<file path="config.mk">
export PLATFORM = sky130hd
export DESIGN_NAME = pc_bus_reader
export DESIGN_NICKNAME = d
export VERILOG_FILES = /design/src/rtl/pc_bus_reader_pkg.sv /design/src/rtl/pc_bus_reader_fifo.sv /design/src/rtl/pc_bus_reader.sv
export SDC_FILE = /design/constraint.sdc
export NUM_CORES = 1
export LEC_CHECK = 0
export ABC_AREA = 1
export CORE_ASPECT_RATIO = 0.5
export CORE_MARGIN = 2
export CORE_UTILIZATION = 56
export CTS_CLUSTER_DIAMETER = 40
export DETAILED_ROUTE_END_ITERATION = 10
export HOLD_SLACK_MARGIN = 0.15
export PLACE_DENSITY = 0.87
export SETUP_SLACK_MARGIN = 0.5
export SLEW_MARGIN = 0
export SYNTH_ARGS = -nofsm -noshare
export SYNTH_HDL_FRONTEND = slang
export SYNTH_SLANG_ARGS = --single-unit
</file>
<file path="constraint.sdc">
create_clock -name PHI2 -period 6.59 [get_ports PHI2]
set_clock_uncertainty 0.05 [all_clocks]
set_input_delay 1.977 -clock PHI2 [delete_from_list [all_inputs] [get_ports PHI2]]
set_output_delay 1.977 -clock PHI2 [all_outputs]
set_load 0.005 [all_outputs]
</file>
<file path="src/rtl/pc_bus_reader_pkg.sv">
// Shared definitions for the program-counter fetch reader.
// Holds the default address width, the reset fetch vector, the fetch FSM
// state encoding and the prefetch buffer entry layout.
package pc_bus_reader_pkg;

    localparam int PC_ADDR_W = 16;

    // Fetch pointer value after reset; the core's vector fetch starts here.
    localparam logic [15:0] RESET_VECTOR = 16'hFFFC;

    typedef enum logic [1:0] {
        IDLE = 2'd0,
        REQ  = 2'd1,
        HOLD = 2'd2
    } pcbr_state_t;

    // One prefetched byte together with the address it was read from.
    typedef struct packed {
        logic [PC_ADDR_W-1:0] addr;
        logic [7:0]           data;
    } pcbr_entry_t;

endpackage

</file>
<file path="src/rtl/pc_bus_reader_fifo.sv">
// Purpose : DEPTH-entry first-word-fall-through buffer for prefetched bytes.
// Latency : a push is visible at the head one cycle later; the head is read combinationally.
// Backpressure: the caller never pushes when full; flush has priority over push and pop.
// Ports   : clk/rst (async active-high), push/wr_data, pop, flush,
//           rd_data (head entry), count, full, empty.
module pcbr_fifo #(
    parameter int WIDTH = 24,
    parameter int DEPTH = 2
) (
    input  logic                     clk,
    input  logic                     rst,
    input  logic                     push,
    input  logic [WIDTH-1:0]         wr_data,
    input  logic                     pop,
    input  logic                     flush,
    output logic [WIDTH-1:0]         rd_data,
    output logic [$clog2(DEPTH):0]   count,
    output logic                     full,
    output logic                     empty
);

    localparam int PTR_W = $clog2(DEPTH);
    localparam int CNT_W = PTR_W + 1;

    logic [WIDTH-1:0] mem [DEPTH];
    logic [PTR_W-1:0] wr_ptr;
    logic [PTR_W-1:0] rd_ptr;

    // Pointers wrap naturally because DEPTH is a power of two.
    always_ff @(posedge clk or posedge rst) begin
        if (rst) begin
            wr_ptr <= '0;
            rd_ptr <= '0;
            count  <= '0;
            for (int i = 0; i < DEPTH; i++) begin
                mem[i] <= '0;
            end
        end else if (flush) begin
            wr_ptr <= '0;
            rd_ptr <= '0;
            count  <= '0;
        end else begin
            if (push) begin
                mem[wr_ptr] <= wr_data;
                wr_ptr      <= wr_ptr + PTR_W'(1);
            end
            if (pop) begin
                rd_ptr <= rd_ptr + PTR_W'(1);
            end
            count <= count + CNT_W'(push) - CNT_W'(pop);
        end
    end

    assign rd_data = mem[rd_ptr];
    assign full    = (count == CNT_W'(DEPTH));
    assign empty   = (count == '0);

endmodule

</file>
<file path="src/rtl/pc_bus_reader.sv">
// Purpose : drives the fetch address bus, runs RDY-handshaked reads and queues bytes for decode.
// Latency : load -> A/rd_req next edge; a byte completed with RDY is at the buffer head one edge later.
// Backpressure: reads pause (HOLD) while the prefetch buffer is full, resume right after a pop.
// Ports   : PHI2 clock, RES async active-high reset; load/load_addr redirect the fetch pointer;
//           A/rd_req/RDY/D external read bus; out_valid/out_ready/out_data/out_addr decode side;
//           bus_err one-cycle pulse when a read waits too long.
module pc_bus_reader
    import pc_bus_reader_pkg::*;
#(
    parameter int ADDR_W     = PC_ADDR_W,
    parameter int DEPTH      = 2,
    parameter int WAIT_LIMIT = 15
) (
    input  logic              PHI2,
    input  logic              RES,
    input  logic              load,
    input  logic [ADDR_W-1:0] load_addr,
    output logic [ADDR_W-1:0] A,
    output logic              rd_req,
    input  logic              RDY,
    input  logic [7:0]        D,
    output logic              out_valid,
    input  logic              out_ready,
    output logic [7:0]        out_data,
    output logic [ADDR_W-1:0] out_addr,
    output logic              bus_err
);

    localparam int CNT_W = $clog2(DEPTH) + 1;
    localparam int WC_W  = $clog2(WAIT_LIMIT + 1);
    localparam int ENT_W = ADDR_W + 8;

    pcbr_state_t       state;
    pcbr_state_t       next_state;
    logic [ADDR_W-1:0] fetch_pc;
    logic [WC_W-1:0]   wait_cnt;

    logic              push;
    logic              pop;
    logic [ENT_W-1:0]  head;
    logic [CNT_W-1:0]  count;
    logic              full;
    logic              empty;

    pcbr_fifo #(
        .WIDTH (ENT_W),
        .DEPTH (DEPTH)
    ) u_fifo (
        .clk     (PHI2),
        .rst     (RES),
        .push    (push),
        .wr_data ({fetch_pc, D}),
        .pop     (pop),
        .flush   (load),
        .rd_data (head),
        .count   (count),
        .full    (full),
        .empty   (empty)
    );

    assign out_valid = ~empty;
    assign out_addr  = head[ENT_W-1:8];
    assign out_data  = head[7:0];
    assign A         = fetch_pc;

    always_comb begin
        next_state = state;
        push       = 1'b0;
        // A load flushes the buffer, so a simultaneous pop is meaningless.
        pop        = out_valid & out_ready & ~load;

        unique case (state)
            IDLE: begin
                next_state = IDLE;
            end
            REQ: begin
                if (RDY) begin
                    push = ~load;
                    // Leave REQ when this push fills the buffer, so a push
                    // is never attempted against a full buffer.
                    if ((count == CNT_W'(DEPTH - 1)) && !pop) begin
                        next_state = HOLD;
                    end
                end
            end
            HOLD: begin
                if (!full || pop) begin
                    next_state = REQ;
                end
            end
            default: begin
                next_state = IDLE;
            end
        endcase

        if (load) begin
            next_state = REQ;
        end
    end

    always_ff @(posedge PHI2 or posedge RES) begin
        if (RES) begin
            state    <= IDLE;
            rd_req   <= 1'b0;
            fetch_pc <= ADDR_W'(RESET_VECTOR);
            wait_cnt <= '0;
            bus_err  <= 1'b0;
        end else begin
            state   <= next_state;
            rd_req  <= (next_state == REQ);
            bus_err <= 1'b0;
            if (load) begin
                fetch_pc <= load_addr;
                wait_cnt <= '0;
            end else if (state == REQ) begin
                if (RDY) begin
                    fetch_pc <= fetch_pc + ADDR_W'(1);
                    wait_cnt <= '0;
                end else if (wait_cnt == WC_W'(WAIT_LIMIT - 1)) begin
                    // WAIT_LIMIT-th stalled cycle: flag it and keep the read pending.
                    bus_err  <= 1'b1;
                    wait_cnt <= '0;
                end else begin
                    wait_cnt <= wait_cnt + WC_W'(1);
                end
            end
        end
    end

endmodule
</file>
==> flow_summary.toml <==
[route]
drtPass1Iterations = 6
final_antenna_net_count = 0
totalWireLength_um = 8670
wl_met3_um = 631
detail_route.vias_per_cell = 5.22
wire_per_inst_um = 13.7
route.met2.wl_um = 3960
drt_iter0_drc = 292
top_layer = "met4"
drc = 0
vias = 3310
wl_met1_um = 3920

[die]
die_w_um = 121
dieHeight_um = 62.3
pin_count = 72
row_count = 21
initial_core_util = 0.576
dieArea_um2 = 7520
core_um2 = 6620

[global_routing]
grt_start_max_net_pins = 50
grt_pass1_wl_um = 14400
antenna_found_initial = 0
grt_use_total = 0.249
gr-total-overflow = 0
first_global_vias = 2989

[yosys]
syn_nets = 509
ys_ff_latch = 76
ys_types = 33
synth_cells = 473
syn_area_per_cell_um2 = 8.06
yosysTopAreaCell = "dfrtp_1"
synth_area_um2 = 3810
synth_area_leaders = "dfrtp_1 41%, nand2_1 18%, dfstp_2 9.7%"
ys_seq_area_frac = 0.504
ys_warn_count = 0
synth_top_area_frac = 0.407

[power]
swShare = 0.293
net-switching-power_uw = 486
p_leak_uw = 0.00234
seqPwrFrac = 0.413
clockPowerShare = 0.317
vdd_drop_max_mv = 0.138
p_int_uw = 1170
combPwrFrac = 0.271
power_density_nw_per_um2 = 342

[sta]
hold_violations = 0
tightest_slew_ns = 0.900
finalSetupViolCount = 0
period_minus_slack_ns = 4.45
fin_setup_tns_ns = 0
finalHoldWorstSlack_ns = 0.431
drv_slew = 0
slew_headroom = 0.398
rsz0062_at_grt = "no"
fin_crit_sh = 0.675
fmax_ghz = 0.225

[finish]
final_cell_area_um2 = 4850
final_cell_mix = "184 x nand2_1, 71 x clkdlybuf4s50_1, 62 x dfrtp_1"
drive_gt1_frac = 0.107
antenna_cells = 0
nets = 574
area_growth_pct = 27.2
final_cells = 634
nFillCells = 517
final_common_cell = "nand2_1"

[run]
drv_cap = 0

[cts]
cts.clk_slew.worst_paths_ns = 0.06
cts_resized = 0
cts_buffers = 9
cts_max_level = 3
post_cts_buffers = 0
root_buffer = "clkbuf_16"
tritoncts = "built"
clkLatencyLatePin_ns = 0.34
clk_path_buf_depth = 2
clock_sinks = 76
hold_buffers = 0

[outcome]
status = "complete, no violations"

[place]
dp_cells = 619
numPortBuffers = 71
place.gp.congestion = 0.847
dp_hpwl_um = 5700
place_area_um2 = 4530

[hold_path]
hold_path.class = "flop to flop"

[critical_path]
cpPeakStageDelay_ns = 0.88
end_kind = "flop"
crit_chain = "clkdlybuf4s50_1 > inv_2 > nand3_2 > inv_2 > nand2_2 > nand2_1 > o21ai_1"
cp-start-kind = "primary input"
cp_slowest_cell = "clkdlybuf4s50_1"
cp_top_family = "buffers and inverters"
worstSetupPathType = "primary input to flop"
cpMostUsedCell = "inv_2"
crit_required_ns = 6.72
cp.arrival_ns = 4.58
cp_max_fo = 49
critPathBufInv = 3
==> state kept, by name, indices dropped and copies added, names as in the netlist <==
| signal | count |
|---|---|
| u_fifo.mem | 48 |
| u_fifo.wr_ptr | 1 |
| wait_cnt | 4 |
| bus_err | 1 |
| state | 2 |
| rd_req | 1 |
| u_fifo.rd_ptr | 1 |
| A | 16 |
| u_fifo.count | 2 |
==> path summary, 6_finish.rpt <==
check	from	cells after the start	slack, ns	to
worst max-delay path	load	7	2.14	u_fifo.mem[32]
worst min-delay path	u_fifo.mem[43]	2	0.43	u_fifo.mem[43]
worst max register to register	state[1]	7	4.26	A[2]
worst min register to register	u_fifo.mem[43]	2	0.43	u_fifo.mem[43]
max in group asynchronous	RES	3	3.45	A[5]
min in group asynchronous	RES	2	2.02	u_fifo.mem[24]
==> synth_stat cells (all sizes together) <==
| cell type | n |
|---|---|
| nand4 | 4 |
| a31oi | 1 |
| o21ai | 63 |
| ha | 7 |
| buf | 15 |
| a21oi | 3 |
| xnor2 | 2 |
| o211ai | 2 |
| nor3 | 5 |
| nand2 | 190 |
| dfstp | 14 |
| clkinv | 2 |
| o31ai | 1 |
| dfrtp | 62 |
| o311ai | 1 |
| xor2 | 5 |
| o21bai | 3 |
| nor2 | 22 |
| inv | 47 |
| o221ai | 3 |
| nand3 | 17 |
| clkbuf | 4 |
==> cell families (layout without fill, tap and decap cells) <==
kind of cell,Yosys count,count (layout),synth area share
fa+ha+maj,7,7,0.0230
buf+inv,68,137,0.0794
flops,76,76,0.504
simple gates,238,238,0.260
xor+xnor,7,7,0.0161
compound gates,77,77,0.118
==> power groups by stage <==
stage / Clock, µW / Sequential (µW) / Combinational (µW)
after global placement: 0 / 683 / 434
after CTS: 528 / 682 / 452
after detailed placement: 0 / 687 / 445
final: 525 / 683 / 448
after floorplan: 0 / 669 / 250
after global routing: 556 / 699 / 504
==> layout make-up <==
class | instances | area [µm²] | area share
tap | 92 | 115 | 0.0237
clock inverter | 4 | 73.8 | 0.0152
inverter | 49 | 184 | 0.0379
clock buffer | 11 | 243 | 0.0501
timing repair buffer | 73 | 726 | 0.150
multi-input combinational | 329 | 1590 | 0.328
sequential | 76 | 1920 | 0.396
==> through the flow <==
stage / total power (µW) / worst slack, ns / util
global route: 1760 / 1.93 / 0.732
detailed placement: 1130 / 1.86 / 0.685
finish: 1660 / 2.14 / 0.732
CTS: 1660 / 2.18 / 0.732
global placement: 1120 / 2.04 / 0.685
floorplan: 918 / 2.65 / -
==> metal layers <==
layer / GRT usage / vias to the layer above
li1: - / 1627
met1: 0.344 / 1542
met2: 0.371 / 124
met3: 0.0873 / 17
met4: 0.0770 / 0
met5: 0 / -
==> worst register-to-register path, delay by kind of cell, from the launching register on <==
| family | cells | cell delay [ns] |
|---|---|---|
| flip-flops | 1 | 0.40 |
| buffers and inverters | 2 | 0.39 |
| AND/OR/NAND/NOR | 3 | 1.00 |
| AO/OA/AOI/OAI | 1 | 0.15 |
| adder cells (fa/ha/maj) | 1 | 0.25 |
Note: power is estimated with default switching activity, not from simulation.
